File: config.mk
export PLATFORM = sky130hd
export DESIGN_NAME = pm4_share_arb_flat
export DESIGN_NICKNAME = d
export VERILOG_FILES = /design/src/rtl/pm4_pkg.sv /design/src/rtl/pm4_share_arb_if.sv /design/src/rtl/pm4.sv /design/src/rtl/pm4_rr_pick.sv /design/src/rtl/pm4_share_arb.sv /design/src/flat_wrapper.sv
export SDC_FILE = /design/constraint.sdc
export NUM_CORES = 1
export LEC_CHECK = 0
export CORE_ASPECT_RATIO = 1.4
export CORE_MARGIN = 8
export CORE_UTILIZATION = 43
export CTS_CLUSTER_SIZE = 8
export DETAILED_ROUTE_END_ITERATION = 8
export GPL_ROUTABILITY_DRIVEN = 0
export GPL_TIMING_DRIVEN = 0
export PLACE_DENSITY = 0.76
export REMOVE_ABC_BUFFERS = 1
export SLEW_MARGIN = 15
export SYNTH_ARGS = -nofsm -noshare
export SYNTH_HDL_FRONTEND = slang
export SYNTH_HIERARCHICAL = 1
export SYNTH_SLANG_ARGS = --single-unit
export TNS_END_PERCENT = 10
File: constraint.sdc
create_clock -name clk -period 3.25 [get_ports clk]
set_clock_uncertainty 0.1 [all_clocks]
set_input_delay 0.975 -clock clk [delete_from_list [all_inputs] [get_ports clk]]
set_output_delay 0.975 -clock clk [all_outputs]
set_load 0.01 [all_outputs]
File: src/rtl/pm4_pkg.sv
// Shared pm4 datapath constants and the operation record.
// Used by the arbiter and its round-robin picker.
package pm4_pkg;

   localparam int PM4_OPW     = 4;
   localparam int PM4_RESW    = 8;
   localparam int PM4_IDW_MAX = 3;

   typedef struct packed {
      logic [PM4_IDW_MAX-1:0] id;
      logic [PM4_OPW-1:0]     a;
      logic [PM4_OPW-1:0]     b;
   } pm4_op_t;

endpackage

File: src/rtl/pm4_share_arb_if.sv
// Requester and response handshake bundle for pm4_share_arb.
// master = requesters/consumer side, slave = arbiter side.
interface pm4_share_arb_if
   import pm4_pkg::*;
#(
   parameter int NREQ = 4,
   parameter int IDW  = 2
);

   logic [NREQ-1:0]         req_valid;
   logic [NREQ-1:0]         req_ready;
   logic [PM4_OPW*NREQ-1:0] req_a;
   logic [PM4_OPW*NREQ-1:0] req_b;
   logic                    rsp_valid;
   logic                    rsp_ready;
   logic [IDW-1:0]          rsp_id;
   logic [PM4_RESW-1:0]     rsp_c;

   modport master (
      output req_valid, req_a, req_b, rsp_ready,
      input  req_ready, rsp_valid, rsp_id, rsp_c
   );

   modport slave (
      input  req_valid, req_a, req_b, rsp_ready,
      output req_ready, rsp_valid, rsp_id, rsp_c
   );

endinterface

File: src/rtl/pm4.sv
// Existing pm4 datapath: 4x4 unsigned multiplier, combinational.
// Full 8-bit product, 15*15=225 fits without truncation.
module pm4 (
   input  logic [3:0] a,
   input  logic [3:0] b,
   output logic [7:0] p
);

   assign p = {4'b0, a} * {4'b0, b};

endmodule

File: src/rtl/pm4_rr_pick.sv
// Combinational round-robin picker: first requester at or above
// ptr (mod NREQ) wins; one-hot grant plus encoded index.
module pm4_rr_pick #(
   parameter int NREQ = 4,
   parameter int IDW  = 2
) (
   input  logic [NREQ-1:0] req,
   input  logic [IDW-1:0]  ptr,
   input  logic            en,
   output logic [NREQ-1:0] gnt,
   output logic [IDW-1:0]  idx,
   output logic            any
);

   // scan offsets high-to-low so the nearest requester is written last
   always_comb begin
      gnt = '0;
      idx = '0;
      any = 1'b0;
      for (int k = NREQ - 1; k >= 0; k--) begin
         for (int i = 0; i < NREQ; i++) begin
            if (en && req[i] && (i == (int'(ptr) + k) % NREQ)) begin
               idx = IDW'(i);
               any = 1'b1;
            end
         end
      end
      for (int i = 0; i < NREQ; i++) begin
         gnt[i] = any && (idx == IDW'(i));
      end
   end

endmodule

File: src/rtl/pm4_share_arb.sv
// Round-robin sharing of one pm4 multiplier among NREQ requesters.
// OPERAND_GATE_EN: operand regs load only on a grant (quiet pm4 inputs).
module pm4_share_arb
   import pm4_pkg::*;
#(
   parameter int NREQ = 4,
   parameter int IDW  = 2,
   parameter int CNTW = 16
) (
   input  logic            clk,
   input  logic            rst_n,
   pm4_share_arb_if.slave  bus,
   output logic [CNTW-1:0] ops_done
);

   logic                s1_vld;
   pm4_op_t             op_q;
   logic [IDW-1:0]      rr_ptr;
   logic                rsp_valid_q;
   logic [IDW-1:0]      rsp_id_q;
   logic [PM4_RESW-1:0] rsp_c_q;

   logic                s1_rdy;
   logic                s2_rdy;
   logic [NREQ-1:0]     gnt;
   logic [IDW-1:0]      gnt_idx;
   logic                gnt_any;
   logic [IDW-1:0]      sel;
   logic [IDW-1:0]      rr_nxt;
   logic [PM4_OPW-1:0]  a_mux;
   logic [PM4_OPW-1:0]  b_mux;
   logic [PM4_RESW-1:0] prod;
   logic                unused_id_bits;

   assign s2_rdy = !rsp_valid_q || bus.rsp_ready;
   assign s1_rdy = !s1_vld || s2_rdy;

   pm4_rr_pick #(
      .NREQ (NREQ),
      .IDW  (IDW)
   ) u_pick (
      .req (bus.req_valid),
      .ptr (rr_ptr),
      .en  (s1_rdy),
      .gnt (gnt),
      .idx (gnt_idx),
      .any (gnt_any)
   );

   assign bus.req_ready = gnt;

   // operand mux follows the grant, else the pointed-at requester
   always_comb begin
      sel    = gnt_any ? gnt_idx : rr_ptr;
      rr_nxt = (gnt_idx == IDW'(NREQ - 1)) ? '0 : gnt_idx + IDW'(1);
      a_mux  = '0;
      b_mux  = '0;
      for (int i = 0; i < NREQ; i++) begin
         if (sel == IDW'(i)) begin
            a_mux = bus.req_a[i*PM4_OPW +: PM4_OPW];
            b_mux = bus.req_b[i*PM4_OPW +: PM4_OPW];
         end
      end
   end

   pm4 u_pm4 (
      .a (op_q.a),
      .b (op_q.b),
      .p (prod)
   );

   // stage 1: grant capture, operand register, round-robin pointer
   always_ff @(posedge clk or negedge rst_n) begin
      if (!rst_n) begin
         s1_vld <= 1'b0;
         op_q   <= '0;
         rr_ptr <= '0;
      end else begin
         if (s1_rdy) begin
            s1_vld <= gnt_any;
         end
         if (gnt_any) begin
            op_q.id <= PM4_IDW_MAX'(gnt_idx);
            rr_ptr  <= rr_nxt;
         end
`ifdef OPERAND_GATE_EN
         if (gnt_any) begin
            op_q.a <= a_mux;
            op_q.b <= b_mux;
         end
`else
         if (s1_rdy) begin
            op_q.a <= a_mux;
            op_q.b <= b_mux;
         end
`endif
      end
   end

   // stage 2: result register with backpressure hold
   always_ff @(posedge clk or negedge rst_n) begin
      if (!rst_n) begin
         rsp_valid_q <= 1'b0;
         rsp_id_q    <= '0;
         rsp_c_q     <= '0;
      end else if (s1_vld && s2_rdy) begin
         rsp_valid_q <= 1'b1;
         rsp_id_q    <= op_q.id[IDW-1:0];
         rsp_c_q     <= prod;
      end else if (bus.rsp_ready) begin
         rsp_valid_q <= 1'b0;
      end
   end

   // completed response handshakes, wrapping counter
   always_ff @(posedge clk or negedge rst_n) begin
      if (!rst_n) begin
         ops_done <= '0;
      end else if (rsp_valid_q && bus.rsp_ready) begin
         ops_done <= ops_done + CNTW'(1);
      end
   end

   assign bus.rsp_valid  = rsp_valid_q;
   assign bus.rsp_id     = rsp_id_q;
   assign bus.rsp_c      = rsp_c_q;
   assign unused_id_bits = &{1'b0, op_q.id};

endmodule

File: src/flat_wrapper.sv
// flat-port wrapper written by rule: the top's interface ports become plain ports
module pm4_share_arb_flat import pm4_pkg::*;
#(
   parameter int NREQ = 4,
   parameter int IDW  = 2,
   parameter int CNTW = 16
)
  (clk, rst_n, ops_done, bus_req_valid, bus_req_a, bus_req_b, bus_rsp_ready, bus_req_ready, bus_rsp_valid, bus_rsp_id, bus_rsp_c);
  pm4_share_arb_if #(.NREQ(NREQ), .IDW(IDW)) bus_i ();
  input  logic clk;
  input  logic rst_n;
  output logic [CNTW-1:0] ops_done;
  input wire logic [$bits(bus_i.req_valid)-1:0] bus_req_valid;
  input wire logic [$bits(bus_i.req_a)-1:0] bus_req_a;
  input wire logic [$bits(bus_i.req_b)-1:0] bus_req_b;
  input wire logic [$bits(bus_i.rsp_ready)-1:0] bus_rsp_ready;
  output wire logic [$bits(bus_i.req_ready)-1:0] bus_req_ready;
  output wire logic [$bits(bus_i.rsp_valid)-1:0] bus_rsp_valid;
  output wire logic [$bits(bus_i.rsp_id)-1:0] bus_rsp_id;
  output wire logic [$bits(bus_i.rsp_c)-1:0] bus_rsp_c;
  assign bus_i.req_valid = bus_req_valid;
  assign bus_i.req_a = bus_req_a;
  assign bus_i.req_b = bus_req_b;
  assign bus_i.rsp_ready = bus_rsp_ready;
  assign bus_req_ready = bus_i.req_ready;
  assign bus_rsp_valid = bus_i.rsp_valid;
  assign bus_rsp_id = bus_i.rsp_id;
  assign bus_rsp_c = bus_i.rsp_c;
  pm4_share_arb #(.NREQ(NREQ), .IDW(IDW), .CNTW(CNTW)) u_core (.clk(clk), .rst_n(rst_n), .bus(bus_i), .ops_done(ops_done));
endmodule
Yosys cells after proc, flatten, opt, wreduce, memory -nomap -nowiden
Index checks and enable logic that the tools add are counted.
- register bits: 40
- input bits: 39
- output and inout bits: 31
- logic and storage cells: 119
- $add $sub $neg: 5
- multipliers: 1
- equal/unequal tests: 18
- muxes and demuxes: 43
- bitwise logic cells: 3
- reductions and logical operators: 40
- operators by type and width (kind ; number):
    $logic_not 32->1 ; 4
    $mux 2 ; 16
    $mux 4 ; 8
    $logic_and 1x1->1 ; 26
    $mux 1 ; 19
    $eq 3x3->1 const A ; 6
    $add 16x1->16 const B ; 1
    $eq 2x3->1 const A ; 3
    $eq 2x2->1 const B ; 4
    $mul 4x4->8 ; 1
    $reduce_or 2->1 ; 3
    $add 2x1->2 const B ; 2
    $add 2x2->2 const B ; 2
    $eq 2x1->1 const B ; 2
    $eq 2x2->1 const A ; 2
    $logic_not 2->1 ; 2
    $and 1x1->1 const A ; 3
    $eq 1x2->1 const A ; 1
    $logic_not 1->1 ; 2
    $logic_or 1x1->1 ; 2
    $reduce_bool 2->1 ; 1

Longest topological paths before layout
- depth in word-level cells: 27
- depth in mapped cells: 13
- gate-level depth less buffers: 11

Hierarchy
Netlist, hierarchy kept.
- by module, submodules not included (module ; instances ; cells each ; area each (µm²) ; seq. area each (µm²)):
    pm4_share_arb ; 1 ; 147 ; 1843.0 ; 1001.0
    pm4 ; 1 ; 51 ; 447.9 ; 0.0
    pm4_rr_pick ; 1 ; 20 ; 156.4 ; 0.0

Worst setup path after synthesis
Ideal clock, no wire load.
- kind: input to output
- start point: in bus_rsp_ready
- end point: out bus_req_ready[1]
- data arrival time: 2.361 ns
- data required time: 2.175 ns
- setup slack: -0.186 ns
- cell stages on the path: 7
- buffers on the path: 1
- path through: nand2b_1 > nor2_2 > inv_1 > buf_2 > o21ai_0 > a211oi_2 > and3_1
- cells in the longest elaborated chain, start to end: 21
- elaborated cells on any way between the ends: 55
- those cells by class: 1 x eq/ne; 31 x mux; 23 x reduce/logical
- RTL lines (what ; line ; RTL):
    from (decl) ; flat_wrapper.sv:16 ; input wire logic [$bits(bus_i.rsp_ready)-1:0] bus_rsp_ready;
    $logic_or 1x1->1 (*) ; pm4_share_arb.sv:35 ; assign s2_rdy = !rsp_valid_q || bus.rsp_ready;
    $logic_or 1x1->1 (*) ; pm4_share_arb.sv:36 ; assign s1_rdy = !s1_vld || s2_rdy;
    via u_core.s1_rdy ; pm4_share_arb.sv:23 ; logic s1_rdy;
    $logic_and 1x1->1 (2 in a row) ; pm4_rr_pick.sv:22 ; if (en && req[i] && (i == (int'(ptr) + k) % NREQ)) begin
    $mux 1 ; pm4_rr_pick.sv:22 ;
    $mux 2 (13 in a row) ; pm4_rr_pick.sv:22 ;
    $mux 2 (*) ; pm4_rr_pick.sv:22 ;
    via u_core.gnt_idx[0] ; pm4_share_arb.sv:26 ; logic [IDW-1:0] gnt_idx;
    $eq 2x1->1 (*) ; pm4_rr_pick.sv:29 ; gnt[i] = any && (idx == IDW'(i));
    $logic_and 1x1->1 (*) ; pm4_rr_pick.sv:29 ;
    to (decl) ; flat_wrapper.sv:17 ; output wire logic [$bits(bus_i.req_ready)-1:0] bus_req_ready;
Mark *: on every way through the listed nets, which the timed path passes. The rest lies on a longest branch.

Worst setup path after layout
- start point: in bus_rsp_ready
- end point: out bus_req_ready[0]
- cells in the longest elaborated chain, start to end: 21
- elaborated cells on any way between the ends: 55
- those cells by class: 31 x mux; 24 x reduce/logical
- RTL lines (what ; line):
    $logic_or 1x1->1 (*) ; pm4_share_arb.sv:35
    $logic_or 1x1->1 (*) ; pm4_share_arb.sv:36
    $logic_and 1x1->1 (2 in a row) ; pm4_rr_pick.sv:22
    $mux 1 ; pm4_rr_pick.sv:22
    $mux 2 (13 in a row) ; pm4_rr_pick.sv:22
    $mux 2 (*) ; pm4_rr_pick.sv:22
    via u_core.gnt_idx[0] ; pm4_share_arb.sv:26
    $logic_not 2->1 (*) ; pm4_rr_pick.sv:29
    $logic_and 1x1->1 (*) ; pm4_rr_pick.sv:29
Marks and branches as above.

==> impl_metrics.toml <==
[yosys]
ys_seq_area_share_pct = 40.9
synthXorXnorAreaFrac_pct = 6.44
post-synth-top-count-cell = "dfrtp_1"
synth_edf_count = 0
synth_mux_area_share_pct = 12.8
synth_compound_area_share_pct = 11.5
synth_top_family_by_area = "simple AND/OR/NAND/NOR gates"
yosysTopAreaCell = "dfrtp_1"
synthTopCellsByArea = "dfrtp_1, mux2_2, ha_1"
yosysWarningCount = 6
syn_area_per_cell_um2 = 11.2
synth_top_area_share_pct = 40.9
yosys.area_share.simple_pct = 15.1
synth_cell_types = 45
ys_async_sr_fraction_pct = 100
synthCells = 218
synth_fa_ha_area_share_pct = 10.4
ys.flop_type = "dfrtp_1"
syn_area_mm2 = 0.00245
synth.ff_latch_count = 40
synth_commonest_cells = "dfrtp_1, mux2_2, and2_1, ha_1, xnor2_1"

[grt]
grt_usage_pct = 13.6
grt_pass1_vias = 2215
antenna_found_initial = 0
grt_max_degree = 30
overflow = 0
grt_pass1_wl_um = 9530

[power]
switching_share_pct = 39.2
ir_drop_mv = 0.389
power_switching_mw = 1.20
p_comb_share_pct = 61.7
seq_power_share_pct = 28.3
p_leak_nw = 1.51
pwr-share-clk_pct = 10.0
p_int_mw = 1.86
p_per_area_mw_per_mm2 = 885

[drt]
first_iter_violations = 48
first_pass_iters = 4
drc = 0
wl_per_cell_um = 14.7
vias_per_cell = 5.32
vias = 1984
wl_um = 5490
antenna_left = 0

[setup_path]
cp.required_ns = 2.17
critPathKind = "in2out"
cp-end-kind = "output port"
arrival_ns = 2.31
rr_worst_depth = 9
cp-start-kind = "input port"
cp_max_fo = 3

[floorplan]
core_area_mm2 = 0.00553
die_w_um = 79.8
die_area_mm2 = 0.00840
rows = 32
start_util_pct = 44.3
fp.dieH_um = 105
ioPinCount = 70

[sta]
slew-limit-headroom_pct = 68.2
slew_violations = 0
max_freq_mhz = 295
setup-tns-final_ns = -0.263
tightestPinTransition_ns = 0.466
setup_viol = 3
rsz0062_at_grt = "yes"
setup_slack_ns = -0.139
hold_violations = 0
final.min_clock_period_ns = 3.39
period_share_pct = 104

[final_layout]
final_cells = 373
area_growth_pct = 41.6
antennaDiodeCount = 0
finalNetCount = 362
final_layout_size_suffix_gt1_share_pct = 23.0

[clock_network]
cts-buffers-inserted = 5
ctsHoldBuffers = 0
clockBufferDepth = 2
cts_sinks = 40
htreeDepth = 2
tritoncts = "built"
clock_latency_ns = 0.28
clk_pin_slew_worst_paths_ns = 0.07
clockRootBuffer = "clkbuf_8"

[outcome]
violations = "negative setup slack"
outcome = "finished with violations"

[job]
drv_cap = 0

[place]
hpwl_um = 4150
io_buffers = 69
dpl.cell_count = 352

[worst_hold_path]
hold_depth = 1
hp-class = "reg2reg"
[cells by family (layout without fill, tap and decap cells)]
family          after synthesis  after routing
buf+inv                      14            101
simple gates                 63             63
compound gates               39             39
fa+ha+maj                    18             18
mux                          26             26
flops                        40             40
xor+xnor                     18             18
[worst paths after layout]
kind / slack [ns] / endpoint / from
setup / recovery: -0.14 / bus_req_ready[0] / bus_rsp_ready
hold / removal: 0.37 / u_core/ops_done[15] / u_core/ops_done[15]
setup reg to reg: 0.21 / u_core/bus.rsp_c[6] / u_core/op_q[3]
hold reg to reg: 0.37 / u_core/ops_done[15] / u_core/ops_done[15]
max in group asynchronous: 2.15 / u_core/ops_done[0] / rst_n
min in group asynchronous: 0.47 / u_core/bus.rsp_c[6] / rst_n
[registers in the layout, indices dropped and copies added, names as in the netlist]
| signal | cells |
|---|---|
| u_core/bus.rsp_valid | 1 |
| u_core/bus.rsp_id | 2 |
| u_core/bus.rsp_c | 8 |
| u_core/rr_ptr | 2 |
| u_core/op_q | 10 |
| u_core/ops_done | 16 |
| u_core/s1_vld | 1 |
[power groups by stage]
stage	clock, mW	sequential, mW	combinational (mW)
3_3_place_gp	0	0.862	1.74
2_1_floorplan	0	0.872	1.23
6_report	0.307	0.866	1.89
3_5_place_dp	0	0.867	1.80
5_1_grt	0.338	0.894	2.11
4_1_cts	0.318	0.859	1.88
[layout by cell type, fill, tap and decap left out, types with 2 or more instances in the layout]
cell and n:
fa_1 4, dlygate4sd2_1 4, nor2_2 2, dfrtp_1 40
mux2_4 4, a2bb2oi_1 2, o21ai_0 3, clkinvlp_4 2
inv_1 6, nand3_1 9, nor2_1 3, a21oi_1 9
buf_6 4, xor2_1 5, clkdlybuf4s50_1 59, buf_4 10
and3_1 3, o22ai_1 12, nand2b_4 2, a22oi_1 2
mux2_2 17, nand4_1 4, nand2b_1 3, clkbuf_8 5
and4_1 2, buf_2 5, and2_1 14, mux2i_1 3
xnor2_1 13, inv_2 3, nor3b_1 2, ha_1 14
mux2i_4 2, nor3_1 2, nand2_1 10
[critical path: stages]
cell	delay [ns]
buf_8	0.10
nand2b_4	0.15
nor2_4	0.12
clkinvlp_4	0.14
buf_6	0.15
o21ai_4	0.06
a211oi_2	0.06
buf_4	0.16
buf_6	0.11
nor3_2	0.14
buf_2	0.16
[per-stage QoR]
stage / total power, mW / hold WS (ns) / area, um^2 / setup WS, ns / utilization (%)
2_1_floorplan: 2.10 / 0.350 / 2410 / -0.199 / -
3_3_place_gp: 2.60 / 0.355 / 3190 / -1.54 / 57.7
3_5_place_dp: 2.66 / 0.367 / 3210 / -1.57 / 58.0
4_1_cts: 3.05 / 0.380 / 3410 / -0.141 / 61.8
5_1_grt: 3.35 / 0.416 / 3460 / -0.216 / 62.7
6_report: 3.06 / 0.370 / 3460 / -0.139 / 62.7
[repair_timing]
action	in CTS	in global routing
cloned	0	0
pin swaps	4	4
resized for setup	43	6
setup buffers	12	2
endpoints found under the setup margin	14	12
[layout make-up]
| type | instances | area (um^2) |
|---|---|---|
| fillers | 459 | 2060 |
| well taps | 68 | 85.1 |
| flip-flops and latches | 40 | 1000 |
| inverters | 10 | 41.3 |
| repair buffers | 84 | 806 |
| clock inverters | 2 | 12.5 |
| clock buffers | 5 | 68.8 |
| multi-input cells | 164 | 1450 |
[routing by layer]
layer  vias up  GRT usage (%)  share of wire [%]
met5         -              0                  0
met4         0           6.01                2.6
met3        14           3.66                6.2
met2        64           24.8                 52
met1       943           13.7                 39
li1        963              -                  -
(Power assumes the default switching activity.)
